==> config.mk <==
export PLATFORM = sky130hd
export DESIGN_NAME = fetch_ctrl
export DESIGN_NICKNAME = d
export VERILOG_FILES = /design/src/rtl/fetch_ctrl_pkg.sv /design/src/rtl/fetch_ctrl_pc_next_sel.sv /design/src/rtl/fetch_ctrl.sv
export SDC_FILE = /design/constraint.sdc
export NUM_CORES = 1
export LEC_CHECK = 0
export ABC_AREA = 0
export BUFFER_PORTS_ARGS = -buffer_cell sky130_fd_sc_hd__buf_2
export CAP_MARGIN = 30
export CORE_MARGIN = 4
export CORE_UTILIZATION = 50
export CTS_BUF_LIST = sky130_fd_sc_hd__clkbuf_4 sky130_fd_sc_hd__clkbuf_8
export DETAILED_ROUTE_END_ITERATION = 16
export PLACE_DENSITY = 0.79
export SLEW_MARGIN = 20
export SYNTH_ARGS = -nofsm -noshare
export SYNTH_HDL_FRONTEND = slang
export SYNTH_SLANG_ARGS = --single-unit
==> constraint.sdc <==
create_clock -name clk -period 3.06 [get_ports clk]
set_input_delay 0.765 -clock clk [delete_from_list [all_inputs] [get_ports clk]]
set_output_delay 0.765 -clock clk [all_outputs]
set_load 0.01 [all_outputs]
==> src/rtl/fetch_ctrl_pkg.sv <==
// Shared definitions for the instruction-fetch sequencer: FSM states,
// the canonical NOP encoding and the default reset fetch address.
package fetch_ctrl_pkg;

  typedef enum logic [1:0] {
    S_REQ  = 2'd0,
    S_WAIT = 2'd1,
    S_HOLD = 2'd2,
    S_HALT = 2'd3
  } fetch_state_e;

  localparam logic [31:0] NOP_INSTR          = 32'h0000_0013;
  localparam logic [31:0] DEFAULT_RESET_ADDR = 32'h0000_0000;

endpackage

==> src/rtl/fetch_ctrl_pc_next_sel.sv <==
// Redirect source selection for the fetch PC: priority mux over JAL/JALR/branch,
// target arithmetic and the word-alignment check on the chosen target.
module pc_next_sel (
  input  logic        jmp_en_i,
  input  logic        jmpr_en_i,
  input  logic        jmpb_en_i,
  input  logic [31:0] ex_pc_i,
  input  logic [31:0] jmp_to_i,
  output logic        redirect_o,
  output logic [31:0] target_o,
  output logic        misalign_o
);

  // JAL and branch share the PC-relative adder; JALR only applies when JAL is absent.
  always_comb begin
    target_o = ex_pc_i + jmp_to_i;
    if (!jmp_en_i && jmpr_en_i) begin
      target_o = {jmp_to_i[31:1], 1'b0};
    end
    redirect_o = jmp_en_i | jmpr_en_i | jmpb_en_i;
    misalign_o = redirect_o && (target_o[1:0] != 2'b00);
  end

endmodule

==> src/rtl/fetch_ctrl.sv <==
// Instruction-fetch sequencer: drives the imem req/ack handshake, applies
// execute-stage redirects and holds the fetched word while decode stalls.
module fetch_ctrl
  import fetch_ctrl_pkg::*;
#(
  parameter logic [31:0] RESET_ADDR = DEFAULT_RESET_ADDR,
  parameter int          MAX_WAIT   = 16
) (
  input  logic        clk,
  input  logic        rst_n,
  input  logic        jmp_en,
  input  logic        jmpr_en,
  input  logic        jmpb_en,
  input  logic [31:0] ex_pc,
  input  logic [31:0] jmp_to,
  input  logic        stall,
  output logic        imem_req,
  output logic [31:0] imem_addr,
  input  logic        imem_ack,
  input  logic [31:0] imem_rdata,
  output logic        if_valid,
  output logic [31:0] if_pc,
  output logic [31:0] if_instr,
  output logic        misalign,
  output logic        imem_err
);

  localparam int CW = (MAX_WAIT > 1) ? $clog2(MAX_WAIT) : 1;

  fetch_state_e state_q, state_d;
  logic [31:0]  pc_q, pc_d;
  logic [31:0]  tgt_q, tgt_d;
  logic         kill_q, kill_d;
  logic [CW-1:0] wait_cnt_q, wait_cnt_d;
  logic         if_valid_q, if_valid_d;
  logic [31:0]  if_pc_q, if_pc_d;
  logic [31:0]  if_instr_q, if_instr_d;
  logic         misalign_q, misalign_d;
  logic         imem_err_q, imem_err_d;

  logic         redirect;
  logic [31:0]  target;
  logic         misalign_c;

  pc_next_sel u_pc_next_sel (
    .jmp_en_i   (jmp_en),
    .jmpr_en_i  (jmpr_en),
    .jmpb_en_i  (jmpb_en),
    .ex_pc_i    (ex_pc),
    .jmp_to_i   (jmp_to),
    .redirect_o (redirect),
    .target_o   (target),
    .misalign_o (misalign_c)
  );

  always_ff @(posedge clk) begin
    if (!rst_n) begin
      state_q    <= S_REQ;
      pc_q       <= RESET_ADDR;
      tgt_q      <= RESET_ADDR;
      kill_q     <= 1'b0;
      wait_cnt_q <= '0;
      if_valid_q <= 1'b0;
      if_pc_q    <= 32'h0;
      if_instr_q <= 32'h0;
      misalign_q <= 1'b0;
      imem_err_q <= 1'b0;
    end else begin
      state_q    <= state_d;
      pc_q       <= pc_d;
      tgt_q      <= tgt_d;
      kill_q     <= kill_d;
      wait_cnt_q <= wait_cnt_d;
      if_valid_q <= if_valid_d;
      if_pc_q    <= if_pc_d;
      if_instr_q <= if_instr_d;
      misalign_q <= misalign_d;
      imem_err_q <= imem_err_d;
    end
  end

  // A misaligned redirect halts fetch from any live state before normal sequencing.
  always_comb begin
    state_d    = state_q;
    pc_d       = pc_q;
    tgt_d      = tgt_q;
    kill_d     = kill_q;
    wait_cnt_d = wait_cnt_q;
    if_valid_d = if_valid_q;
    if_pc_d    = if_pc_q;
    if_instr_d = if_instr_q;
    misalign_d = 1'b0;
    imem_err_d = imem_err_q;
    if (state_q != S_HALT && misalign_c) begin
      misalign_d = 1'b1;
      if_valid_d = 1'b0;
      state_d    = S_HALT;
    end else begin
      case (state_q)
        S_REQ: begin
          state_d    = S_WAIT;
          wait_cnt_d = '0;
          if_valid_d = 1'b0;
          if (redirect) begin
            kill_d = 1'b1;
            tgt_d  = target;
          end
        end
        S_WAIT: begin
          wait_cnt_d = wait_cnt_q + CW'(1);
          if (imem_ack) begin
            kill_d = 1'b0;
            if (kill_q || redirect) begin
              if_valid_d = 1'b0;
              pc_d       = redirect ? target : tgt_q;
              state_d    = S_REQ;
            end else begin
              if_instr_d = imem_rdata;
              if_pc_d    = pc_q;
              if_valid_d = 1'b1;
              pc_d       = pc_q + 32'd4;
              state_d    = stall ? S_HOLD : S_REQ;
            end
          end else if (wait_cnt_q == CW'(MAX_WAIT - 1)) begin
            imem_err_d = 1'b1;
            if_valid_d = 1'b0;
            state_d    = S_HALT;
          end else begin
            if_valid_d = 1'b0;
            if (redirect) begin
              kill_d = 1'b1;
              tgt_d  = target;
            end
          end
        end
        S_HOLD: begin
          if (redirect) begin
            if_valid_d = 1'b0;
            pc_d       = target;
            state_d    = S_REQ;
          end else if (!stall) begin
            if_valid_d = 1'b0;
            state_d    = S_REQ;
          end
        end
        S_HALT: begin
          if_valid_d = 1'b0;
        end
        default: begin
          state_d = S_REQ;
        end
      endcase
    end
  end

  // Request is masked while reset is asserted so imem never sees a stray fetch.
  always_comb begin
    imem_req = rst_n && (state_q == S_REQ || state_q == S_WAIT);
  end

  assign imem_addr = pc_q;
  assign if_valid  = if_valid_q;
  assign if_pc     = if_pc_q;
  assign if_instr  = if_instr_q;
  assign misalign  = misalign_q;
  assign imem_err  = imem_err_q;

endmodule

; ---- Word level (Yosys, flattened, before mapping)
; Cells that the tools add are included.
[totals]
ff_bits = 138
input_bits = 103
out_inout_bits = 100
[op_classes]
mux = 28
n_reduce_logical = 21
n_eq_ne = 13
n_bitwise = 6
add_sub_neg = 3
[ops]
columns = operator, n
row1 = $mux 32, 7
row2 = $pmux 32 s2, 2
row3 = $add 32x3->32 const B, 1
row4 = $add 32x32->32, 1
row5 = $reduce_and 4->1, 4
row6 = $mux 2, 7
row7 = $ne 2x2->1 const B, 5
row8 = $mux 1, 8
row9 = $ne 4x4->1 const B, 2
row10 = $pmux 4 s2, 1
row11 = $ne 3x3->1 const B, 2
row12 = $pmux 2 s3, 1
row13 = $reduce_and 3->1, 2
row14 = $reduce_bool 2->1, 3
row15 = $add 4x1->4 const B, 1
row16 = $eq 2x2->1 const B, 2
row17 = $eq 4x4->1 const B, 1
row18 = $logic_and 1x1->1, 4
row19 = $not 1->1, 4
row20 = $reduce_bool 4->1, 1
row21 = $reduce_or 2->1, 2
row22 = $pmux 1 s3, 1
row23 = $eq 2x1->1 const B, 1
row24 = $logic_not 2->1, 1
row25 = 5 further kinds, 7

; ---- Depth between registers and ports, before layout
[depth]
ltp_word = 8
ltp_mapped = 14
mapped_depth_nobuf = 12

; ---- By module
; From an unflattened synthesis, not the netlist that was laid out.
[hier_totals]
hier_cells = 1175
area_unflattened_um2 = 8525.7
[modules_own_cells]
columns = mod, cells_each, n_inst, area_per_inst_um2, seq_area_each_um2
row1 = fetch_ctrl, 847, 1, 6401.1, 2762.6
row2 = pc_next_sel, 328, 1, 2124.5, 0.0

; ---- Least setup slack after synthesis
; No wires, ideal clock.
[synth_path]
kind = in2reg
startpoint = in ex_pc[0]
endpoint = reg pc_q[19] (netlist: imem_addr[19])
arrival_time_ns = 3.021
required_time_ns = 2.944
setup_time_ns = 0.116
setup_slack_ns = -0.077
path_stages = 13
path_cell_list = ha_1 > inv_1 > fa_1 > inv_1 > o22ai_1 > a21o_1 > nand3_1 > a21oi_1 > clkbuf_1 > clkbuf_1 > o2111ai_1 > a21oi_1 > nor2_1
[synth_via]
elab_chain_cells = 7
[synth_rtl]
columns = element, line_no
row1 = from (decl), fetch_ctrl.sv:14  ; input logic [31:0] ex_pc,
row2 = $add 32x32->32 *, fetch_ctrl_pc_next_sel.sv:16  ; target_o = ex_pc_i + jmp_to_i;
row3 = $mux 32 *, fetch_ctrl_pc_next_sel.sv:17  ; if (!jmp_en_i && jmpr_en_i) begin
row4 = branches (longest 5 deep; another with $mux 32), --
row5 = to (signal assigned), fetch_ctrl.sv:70  ; pc_q <= pc_d;
row6 = to (decl), fetch_ctrl.sv:31  ; logic [31:0] pc_q, pc_d;
; Every way passes the cells marked *. The select of a mux whose other input is x is not followed.
; A chain may end at the register's enable or synchronous reset.

; ---- Worst setup path after layout
[layout_path]
startpoint = in jmp_to[1]
endpoint = reg pc_q[31] (netlist: imem_addr[31])
[layout_via]
elab_chain_cells = 7
[layout_rtl]
columns = element, line_no
row1 = from (decl), fetch_ctrl.sv:15  ; input logic [31:0] jmp_to,
row2 = $add 32x32->32, fetch_ctrl_pc_next_sel.sv:16
row3 = $mux 32 *, fetch_ctrl_pc_next_sel.sv:17
row4 = branches (longest 5 deep; another with $mux 32), --
; Marks and branches as above.

==> results.md <==
- Footprint of the multi-input gates: 4990 um^2
- Drt drc: 0
- Hold_sp: if_instr[26]
- CTS clk-pin slew, worst paths: 90 ps
- Layout cells sized above 1: 27.3%
- Fill cells: 1,337
- IO Pins: 203
- Starting Density: 50.7%
- # rows: 46
- Most used cell, CP: o31a_1
- Maximum clock frequency: 340 MHz
- Die Width: 135 um
- Pwr Density: 558 nW/um^2
- PortBufs: 202
- Worst R2R Start: imem_addr[2]
- Setup TNS: 0 ps
- DRT iter0 DRCs: 853
- LEAKAGE: 4.53 nW
- Cts bufs inserted: 17
- DR WL/cell: 16.0 um
- CP Data Arrival Time: 3300 ps
- Worst Max-Slew Pin Slew: 636 ps
- Die height: 135 um
- Worst Hold Class: reg -> reg
- Sequential fraction of the synthesis area: 34.4%
- CP Data Required Time: 3410 ps
- Peak supply drop: 302 uV
- Clock sink count: 138
- Routability Congestion: 0.891
- Final hold slack: 454 ps
- Via count: 8,880
- Worst setup SP type: primary input
- Number of post-CTS setup repair buffers: 0
- Worst Path Max Fanout: 5
- CP max-delay cell: o31a_1
- Setup crit end kind: flip-flop
- Routed Antenna Nets: 0
- Critical Path Source: jmp_to[1]
- Area grow syn2layout: 29.7%
- Largest net degree at the start of global routing: 99
- DR pass1 iterations: 5
- Core ar.: 15,800 um^2
- Final Hold Viols: 0
- Routed wire length: 25,300 um
- Commonest cells after routing, fill and taps aside: nand2_1 (211), buf_2 (202), a21oi_1 (152), dfxtp_1 (138), buf_4 (107)
- Initial antenna violation count: 0
- Max_cap viols: 0
- Crit path cell chain: buf_2, ha_1, a211oi_1, o21a_1, nor4_2, nor3b_1, o31a_1, o31a_1, nor3b_2, o221ai_2, a311oi_2
- Part of the cycle the worst path needs: 96.2%
- Final Slew Violations: 0
- Pwr Total: 5.81 mW
- Vias/cell: 5.62
- EDFF count, synth: 0
- Post-synth ARST share: 0%
- Storage cell area: 2760 um^2
- Most common cell after layout, fill and taps aside: nand2_1
- RSZ-0062 raised after global routing: no
- First-pass GRT wire length: 40,200 um
- Cell family with the largest share of critical-path delay: compound AO/OA/AOI/OAI gates
- Slew headroom: 57.5%
- Clock skew: 13.3 ps
- Syn_nets: 1,229
- Vias in the first global route: 8,074
- Global route total overflow: 0
- CTS tree: yes
- Worst-Skew Late Latency: 440 ps
- Antenna cells: 0
- Minimum clock period: 2940 ps
- Largest stage delay on the critical path: 360 ps
- Clock Tree Root: clkbuf_8
- Worst setup path class: in -> reg
- CTS HTree Levels: 4
- Outcome: finished clean
- Synth Register Bits: 138
- Total GRT Usage: 27.0%
- Clock buffer depth: 2
- Number of setup violations in the final report: 0
- Die area: 18,100 um^2
- Yosys cell types: 61
- Buffers & Inverters on Critical Path: 1
- Total Nets Final: 1,494
- DP HPWL: 19,100 um
- Syn Inst Count: 1,086
- Avg Synthesized Cell Area: 7.39 um^2
- Post-Syn Area: 8030 um^2
- Yosys Warn Count: 0
- Primary FF master, synth: dfxtp_1
-- kinds of logic after synthesis --
| kind of cell | Yosys count | synth area share (%) |
|---|---|---|
| AND/OR/NAND/NOR | 411 | 22.6 |
| XOR/XNOR | 44 | 4.80 |
| AO/OA/AOI/OAI | 357 | 26.6 |
| buffers and inverters | 87 | 4.13 |
| multiplexers | 9 | 1.14 |
| flip-flops | 138 | 34.4 |
| adder cells (fa/ha/maj) | 40 | 6.33 |
-- area by class of cell --
cell class	count	share of cell area (%)
flip-flops and latches	138	26.5
multi-input cells	861	47.9
repair buffers	316	18.8
clock inverters	15	1.25
clock buffers	17	2.25
well taps	216	2.59
inverters	17	0.613
-- tightest hold or removal path: stages, from the launching register on --
cell	delay (ps)
dfxtp_1	320
nand2_1	50
a21oi_1	50
-- per-stage QoR --
stage	instances	setup slack [ps]	instance area, um^2	util [%]
CTS	1579	129	10400	65.4
global route	1580	2.49	10400	65.8
detailed placement	1547	-333	9990	63.1
global placement	1547	-270	9990	63.1
floorplan	1086	-0.363	8040	-
finish	1580	117	10400	65.8
-- power breakdown --
part / switching [mW] / internal (mW) / leakage [nW]
combinational: 1.20 / 0.946 / 3.24
sequential: 0.262 / 2.03 / 1.12
clock: 0.787 / 0.589 / 0.171
-- synthesized netlist by cell type, types with 7 or more instances --
cell      instances  area, um^2
a31oi_1          21         131
nor2b_1           8        50.1
nand2b_1          8        50.1
nand2_1         211         792
inv_1            16        60.1
dfxtp_1         138        2760
a211oi_1         17         128
a221oi_1          9        78.8
o21bai_1          8        60.1
clkbuf_1         64         240
nor2_1           82         308
a21o_1           10        75.1
and3_1           16         100
xnor2_1          23         201
mux2i_1           8        80.1
o211ai_1          9        67.6
nand3_1          29         145
o21ai_0          80         400
nor3_1           18        90.1
o21a_1            7        52.6
xor2_1           21         184
ha_1             39         488
a21oi_1         154         771
nand4_1          12        75.1
-- repair_timing --
item | 4_1_cts | 5_1_grt
resized for setup | 0 | 7
hold buffers | 0 | 0
endpoints found under the setup margin | 0 | 12
-- layer usage --
metal	vias up	track usage, %	share of wire [%]
met1	3990	38.9	44
met3	38	4.99	10
met2	454	41.5	43
met5	-	0	0
met4	0	7.24	2.3
li1	4398	-	-
-- state kept, by name, summed over array words and instances (netlist names) --
signal	count
if_instr	32
kill_q	1
if_pc	32
wait_cnt_q	4
imem_addr	32
tgt_q	32
imem_err	1
if_valid	1
misalign	1
state_q	2
-- final timing paths --
kind	slack, ps	cells past startpoint	endpoint
worst max-delay path	120	11	imem_addr[31]
worst min-delay path	450	2	if_instr[26]
worst max register to register	460	7	imem_addr[31]
worst min register to register	450	2	if_instr[26]
Note: power is estimated with default switching activity, not from simulation.
